`src/rtl/mem_unified_hs.sv`:
```
// Unified instruction/data memory with a valid/ready request handshake,
// configurable wait states, byte-lane write strobes and address wrap.
module mem_unified_hs #(
  parameter int DEPTH_WORDS = 64,
  parameter int LATENCY     = 1,
  parameter     INIT_FILE   = ""
) (
  input  logic        clk,
  input  logic        reset,
  input  logic        req_valid,
  output logic        req_ready,
  input  logic        req_we,
  input  logic [31:0] req_addr,
  input  logic [31:0] req_wdata,
  input  logic [3:0]  req_be,
  output logic        rsp_valid,
  output logic [31:0] rsp_rdata,
  output logic        rsp_err
);

  localparam int         IDX_W    = $clog2(DEPTH_WORDS);
  localparam logic [3:0] CNT_INIT = 4'(LATENCY - 1);

  typedef enum logic [1:0] {S_IDLE, S_WAIT, S_RESP} state_t;

  state_t            r_state, w_state_nxt;
  logic [3:0]        r_cnt, w_cnt_nxt;
  logic              w_accept, w_access, w_wr_legal;

  logic              r_we;
  logic [IDX_W-1:0]  r_idx;
  logic [1:0]        r_off;
  logic [31:0]       r_wdata;
  logic [3:0]        r_be;

  logic [31:0]       r_mem [DEPTH_WORDS];
  logic [31:0]       r_rdata;
  logic              r_err;

  // Upper address bits only select aliases of the same word.
  logic              w_unused_addr;
  assign w_unused_addr = ^req_addr[31:IDX_W+2];

  // Single byte anywhere, aligned halfword, or aligned full word.
  function automatic logic strobe_legal(input logic [3:0] be, input logic [1:0] off);
    logic ok;
    ok = (be == (4'b0001 << off))
      || ((be == (4'b0011 << off)) && !off[0])
      || ((be == 4'b1111) && (off == 2'b00));
    return ok;
  endfunction

  initial begin
    for (int i = 0; i < DEPTH_WORDS; i++) r_mem[i] = 32'd0;
  end

  assign w_wr_legal = strobe_legal(r_be, r_off);

  always_comb begin
    w_state_nxt = r_state;
    w_cnt_nxt   = r_cnt;
    req_ready   = 1'b0;
    rsp_valid   = 1'b0;
    w_accept    = 1'b0;
    w_access    = 1'b0;
    case (r_state)
      S_IDLE: begin
        req_ready = 1'b1;
        if (req_valid) begin
          w_accept    = 1'b1;
          w_cnt_nxt   = CNT_INIT;
          w_state_nxt = S_WAIT;
        end
      end
      S_WAIT: begin
        if (r_cnt != 4'd0) begin
          w_cnt_nxt = r_cnt - 4'd1;
        end else begin
          // A reset landing on the access edge drops the access.
          w_access    = !reset;
          w_state_nxt = S_RESP;
        end
      end
      S_RESP: begin
        rsp_valid   = 1'b1;
        w_state_nxt = S_IDLE;
      end
      default: w_state_nxt = S_IDLE;
    endcase
  end

  always_ff @(posedge clk) begin
    if (reset) begin
      r_state <= S_IDLE;
      r_cnt   <= 4'd0;
    end else begin
      r_state <= w_state_nxt;
      r_cnt   <= w_cnt_nxt;
    end
  end

  always_ff @(posedge clk) begin
    if (w_accept) begin
      r_we    <= req_we;
      r_idx   <= req_addr[2 +: IDX_W];
      r_off   <= req_addr[1:0];
      r_wdata <= req_wdata;
      r_be    <= req_be;
    end
  end

  always @(posedge clk) begin
    if (w_access && r_we && w_wr_legal) begin
      for (int b = 0; b < 4; b++) begin
        if (r_be[b]) r_mem[r_idx][8*b +: 8] <= r_wdata[8*b +: 8];
      end
    end
  end

  always_ff @(posedge clk) begin
    if (reset) begin
      r_rdata <= 32'd0;
      r_err   <= 1'b0;
    end else if (w_access) begin
      if (r_we) begin
        r_rdata <= 32'd0;
        r_err   <= !w_wr_legal;
      end else begin
        r_rdata <= r_mem[r_idx];
        r_err   <= 1'b0;
      end
    end
  end

  assign rsp_rdata = r_rdata;
  assign rsp_err   = r_err;

endmodule

```
`config.mk`:
```
export PLATFORM = sky130hd
export DESIGN_NAME = mem_unified_hs
export DESIGN_NICKNAME = d
export VERILOG_FILES = /design/src/rtl/mem_unified_hs.sv
export SDC_FILE = /design/constraint.sdc
export NUM_CORES = 2
export LEC_CHECK = 0
export BUFFER_PORTS_ARGS = -buffer_cell sky130_fd_sc_hd__buf_2
export CAP_MARGIN = 20
export CORE_AREA = 4 4 394 396
export CTS_BUF_LIST = sky130_fd_sc_hd__clkbuf_2
export CTS_CLUSTER_SIZE = 10
export DETAILED_ROUTE_END_ITERATION = 8
export DIE_AREA = 0 0 398 400
export PLACE_DENSITY = 0.71
export SLEW_MARGIN = 30
export SYNTH_ARGS = -nofsm -noshare
export SYNTH_HDL_FRONTEND = slang
export SYNTH_SLANG_ARGS = --single-unit
```
`constraint.sdc`:
```
create_clock -name clk -period 3.7 [get_ports clk]
set_clock_uncertainty 0.05 [all_clocks]
set_input_delay 0 -clock clk [delete_from_list [all_inputs] [get_ports clk]]
set_output_delay 0 -clock clk [all_outputs]
set_load 0.05 [all_outputs]
```
# Word level (Yosys, flattened, before mapping)
# Memories as Yosys holds them, arrays and structs flattened. A register that Yosys moved wholly into a read port is not among the register bits.
# Index checks and enable logic that the tools add are counted.
# totals
n_memories	1
reg_bits	84
ram_bits	2048
out_inout_bits	35
# memory_table
memory	words	width	rd	rd_ports_with_merged_regs	wr	line	rtl
r_mem	64	32	1	1	1	36	logic [31:0] r_mem [DEPTH_WORDS];
# classes
reduce_logical	15
add_sub_neg	1
shift	2
muxes	27
n_eq_ne	8
# ops
op	n
32-bit two-way mux	1
1-bit two-way mux	19
4-bit equality test	2
4-bit two-way mux	2
4-bit one-hot mux with 2 select lines	1
6-bit two-way mux	1
2-bit != test (second input constant)	3
4-bit equality test (second input constant)	1
1-bit logical AND	4
2-bit zero test	2
2-bit two-way mux	2
2-bit one-hot mux with 2 select lines	1
4-bit nonzero test	1
1-bit by 2-bit << shifter with 4-bit output (first input constant)	1
2-bit by 2-bit << shifter with 4-bit output (first input constant)	1
4-bit by 1-bit subtractor with 4-bit output (second input constant)	1
1-bit zero test	3
3-bit AND reduction	1
2-bit by 1-bit equality test with 1-bit output (second input constant)	1
2-bit equality test (second input constant)	1
1-bit logical OR	2
2-bit AND reduction	1
2-bit nonzero test	1

# Logic depth before layout (Yosys ltp)
# depth
depth_word	8
ltp_mapped	11
mapped_depth_nobuf	7

# Worst setup path before layout
# Ideal clock, no wire load.
# synth_timing
path_type	reg-to-reg
startpoint	register r_state[1]
endpoint	register (tool-made name)
required_ns	3.526
stages_incl_launch_ff	5
setup_slack_ns	0.361
setup_time_ns	0.124
n_path_buf	1
synth_period_minus_slack_ns	3.339
arrival_time_ns	3.165
path_cell_list	dfxtp_1 > nor2_1 > and2_1 > clkbuf_1 > mux2_2
# synth_lines
item	line	rtl
start: declaration	26	state_t r_state, w_state_nxt;
start signal: assignment	97	r_state <= w_state_nxt;

# Final worst setup path
# layout_timing
startpoint	register r_idx[0]
endpoint	memory r_mem[1][4] (enable)
# layout_lines
item	line	rtl
start: declaration	31	logic [IDX_W-1:0] r_idx;
start signal: assignment	105	r_idx <= req_addr[2 +: IDX_W];
end: declaration	36	
# Straight into the memory's write port.

==> implementation parameters <==
Parameter                              Value

Outcome
  Outcome ... finished with violations
  Failing checks ... design-rule violations

Global routing
  Global route total overflow ... 0
  Vias in the first global route ... 46,200
  Largest net degree at the start of global routing ... 66
  First-pass GRT wire length ... 326,000 microns
  Global router's overall resource usage ... 29.3%
  Antenna violations before repair ... 19

Yosys
  Yosys synthesis warning count ... 0
  Register bit total from synthesis ... roughly 2,100
  EDFF count, synth ... 2,093
  Total nets after synthesis ... 3,994
  Netlist Area Pre-Place ... slightly above 0.08 sq mm
  Proportion of synthesized chip area in sequential cells ... 77.0%
  Yosys cell types ... 64
  Fraction of registers with async set/reset ... 0%
  Main synth FF type ... sky130_fd_sc_hd__edfxtp_1
  Mapped Avg Cell Area ... 21.1 sq um
  Synth Instances ... 3,916

Clock network
  Number of sinks handled by clock tree synthesis ... 2,138
  Buffer type at the clock tree root ... sky130_fd_sc_hd__clkbuf_2
  Clock latency on the worst-skew pair ... 1790 ps
  Clock tree from TritonCTS ... yes
  H-Tree Depth ... 6
  CTS resizes ... 0
  Number of buffers on the longest clock path ... 4
  Cts bufs inserted ... 534
  Post-CTS Setup Inserts ... 0
  Count of hold buffers inserted by post-cts repair ... 190
  Clock slew seen by the registers of the worst setup and hold paths ... 110 ps

Floorplanning
  Core area ... 0.152 sq mm
  Total die area ... approximately 0.16 sq mm
  Die Wd ... 398 microns
  Die Height ... 400 microns
  Top-level port count ... between 100 and 150
  Effective utilization at floorplan ... 54.6%
  Cell row count ... about 140

Placed design
  Post-DP HPWL ... 143,000 microns
  # port buffers ... 82
  Final GP Congestion ... 0.909
  Cell area after placement ... just under 0.09 sq mm

Job
  Max Cap Violations ... 0

Route
  Drt first pass iters ... 9
  Post-detailed-route via-to-cell ratio ... 6.23
  Average wire length per cell after detail routing ... 31.1 microns
  Remaining antenna violation count ... 0
  Final wirelength ... around 230,000 microns
  DRT iter0 DRCs ... around 7,000
  Via total after detailed routing ... approximately 46,000
  DRC errors left ... between 200 and 250

Worst setup path
  Arrival time reported for the critical path endpoint ... 4850 ps
  Worst setup EP type ... flop
  Kind of launch point of the worst setup path ... flop
  Crit Path Max Fanout ... 8
  Class of the most critical setup path ... reg -> reg
  Data required time of the worst path ... 5000 ps

Timing
  Slew margin rel. ... around 16%
  Transition time of the tightest slew-check pin ... 1270 ps
  Unrepaired setup endpoints after global routing ... no
  Maximum clock frequency ... 282 MHz
  Final cycle utilization of the critical path ... 95.8%
  Final-report setup violation count ... 0
  Final TNS setup ... 0 ps
  Final Hold Fails ... 0
  Crit path time final ... 3550 ps
  Max-slew violation count ... 0

Hold path
  Path class of the lowest-slack min-delay path ... in -> reg

Layout
  Post-synthesis to final-layout area growth ... 15.0%
  Number of nets in the layout ... 5,044
  Final cell area excluding filler cells ... 0.0952 sq mm
  Layout cells sized above 1 ... 36.4%

Pwr
  Worst IR Drop VDD ... roughly 0.3 mV
  Total leakage power ... about 32 nW
  Power per unit of standard cell area ... 492 mW/mm^2
kinds of logic after synthesis:
family	synth area share (%)
xor+xnor	0.0740
flops	77.0
buf+inv	1.52
simple gates	3.22
fa+ha+maj	0.0907
mux	16.1
compound gates	2.02
cells in the mapped netlist (13+ instances only):
cell type / count / area, sq um
sky130_fd_sc_hd__nand2_1: 190 / 713
sky130_fd_sc_hd__clkbuf_1: 88 / 330
sky130_fd_sc_hd__nor2b_1: 24 / 150
sky130_fd_sc_hd__o22ai_1: 19 / 119
sky130_fd_sc_hd__buf_2: 58 / 290
sky130_fd_sc_hd__a221oi_1: 16 / 140
sky130_fd_sc_hd__a32oi_1: 13 / 114
sky130_fd_sc_hd__o211ai_1: 22 / 165
sky130_fd_sc_hd__nand3_1: 19 / 95.1
sky130_fd_sc_hd__a21oi_1: 30 / 150
sky130_fd_sc_hd__a211oi_1: 16 / 120
sky130_fd_sc_hd__mux2i_1: 126 / 1260
sky130_fd_sc_hd__mux4_2: 518 / 11700
sky130_fd_sc_hd__a2111oi_0: 13 / 114
sky130_fd_sc_hd__buf_4: 39 / 293
sky130_fd_sc_hd__nand2b_1: 16 / 100
sky130_fd_sc_hd__a22oi_1: 22 / 165
sky130_fd_sc_hd__o21ai_0: 20 / 100
sky130_fd_sc_hd__edfxtp_1: 2093 / 62900
sky130_fd_sc_hd__buf_6: 19 / 214
sky130_fd_sc_hd__dfxtp_1: 45 / 901
sky130_fd_sc_hd__mux2_2: 35 / 394
sky130_fd_sc_hd__nor2_1: 308 / 1160
sky130_fd_sc_hd__nor3_1: 15 / 75.1
sky130_fd_sc_hd__buf_1: 16 / 60.1
stage by stage:
stage | setup slack, ps | instances | power [W] | hold WS [ps] | utilization (%)
3_3_place_gp | 344 | 6263 | 0.0315 | 126 | 58.3
4_1_cts | 356 | 7357 | 0.0470 | 34.6 | 62.8
5_1_grt | 260 | 7365 | 0.0487 | 177 | 62.8
6_report | 154 | 7384 | 0.0469 | 276 | 62.8
2_1_floorplan | 361 | 3916 | 0.0299 | 48.9 | -
3_5_place_dp | 380 | 6268 | 0.0316 | 128 | 58.4
registers in the layout, summed over array words and instances, names as in the netlist, named ones only:
| name | count |
|---|---|
| r_state | 2 |
| r_we | 1 |
| r_mem | 2048 |
| r_off | 2 |
| r_be | 4 |
| r_idx | 6 |
| r_cnt | 4 |
| r_wdata | 32 |
| rsp_rdata | 32 |
| rsp_err | 1 |
where the power goes:
group          switching (W)  internal, W  total, W
registers           0.000181       0.0267    0.0269
logic                0.00260      0.00182   0.00442
clock network        0.00911      0.00646    0.0156
total                 0.0119       0.0350    0.0469
cells in the final DEF (no fill, tap or decap), types with 8 or more instances in the layout:
master | netlist | routed
sky130_fd_sc_hd__clkinv_1 | 1 | 83
sky130_fd_sc_hd__nand2_1 | 190 | 190
sky130_fd_sc_hd__nand3_1 | 19 | 19
sky130_fd_sc_hd__buf_4 | 39 | 429
sky130_fd_sc_hd__o221ai_1 | 10 | 10
sky130_fd_sc_hd__mux2_2 | 35 | 35
sky130_fd_sc_hd__a21oi_1 | 30 | 29
sky130_fd_sc_hd__dlygate4sd3_1 | 0 | 188
sky130_fd_sc_hd__mux4_2 | 518 | 518
sky130_fd_sc_hd__dfxtp_1 | 45 | 39
sky130_fd_sc_hd__a22oi_1 | 22 | 22
sky130_fd_sc_hd__edfxtp_1 | 2093 | 2093
sky130_fd_sc_hd__nand4_1 | 8 | 8
sky130_fd_sc_hd__a211oi_1 | 16 | 16
sky130_fd_sc_hd__bufinv_16 | 0 | 13
sky130_fd_sc_hd__diode_2 | 0 | 25
sky130_fd_sc_hd__o22ai_1 | 19 | 19
sky130_fd_sc_hd__buf_12 | 0 | 35
sky130_fd_sc_hd__inv_2 | 2 | 10
sky130_fd_sc_hd__a2111oi_0 | 13 | 13
sky130_fd_sc_hd__nor2_1 | 308 | 307
sky130_fd_sc_hd__nor3_1 | 15 | 15
sky130_fd_sc_hd__mux2i_1 | 126 | 126
sky130_fd_sc_hd__nand2b_1 | 16 | 16
sky130_fd_sc_hd__clkinv_2 | 0 | 18
sky130_fd_sc_hd__nor3b_1 | 9 | 9
sky130_fd_sc_hd__nor2b_1 | 24 | 22
sky130_fd_sc_hd__o21ai_0 | 20 | 20
sky130_fd_sc_hd__a221oi_1 | 16 | 16
sky130_fd_sc_hd__a32oi_1 | 13 | 13
sky130_fd_sc_hd__clkbuf_2 | 0 | 775
sky130_fd_sc_hd__buf_2 | 58 | 82
sky130_fd_sc_hd__o211ai_1 | 22 | 22
sky130_fd_sc_hd__and2_1 | 9 | 8
worst paths after layout:
path,startpoint,to,slack (ps),cells past startpoint
max,r_idx[0]$_DFFE_PP_,r_mem[1][4]$_DFFE_PP_,150,4
min,req_addr[5],r_idx[3]$_DFFE_PP_,280,4
max reg2reg,r_idx[0]$_DFFE_PP_,r_mem[1][4]$_DFFE_PP_,150,4
min reg2reg,rsp_err$_SDFFE_PP0N_,rsp_err$_SDFFE_PP0N_,460,2
layout make-up:
cell class                      count  area (sq um)
Timing Repair Buffer              737          6250
Tap cell                         2030          2540
Clock inverter                    124           833
Inverter                            9          38.8
Clock buffer                      775          3880
Fill cell                       10600         56400
Multi-Input combinational cell   1546         17800
Sequential cell                  2138         63800
Antenna cell                       25          62.6
per-layer routing:
layer | routed length, microns | part of all wire, % | track usage (%)
met5 | 215 | 0.094 | 0.400
met4 | 11800 | 5.2 | 15.5
met3 | 29400 | 13 | 9.55
met2 | 106000 | 46 | 43.1
met1 | 82400 | 36 | 39.3
critical path, stage by stage, from the launching register on:
cell and delay [ps]:
sky130_fd_sc_hd__edfxtp_1 600, sky130_fd_sc_hd__nor3b_1 950, sky130_fd_sc_hd__nand2_1 980, sky130_fd_sc_hd__nor2_1 310, sky130_fd_sc_hd__buf_4 240
Note: power is estimated with default switching activity, not from simulation.
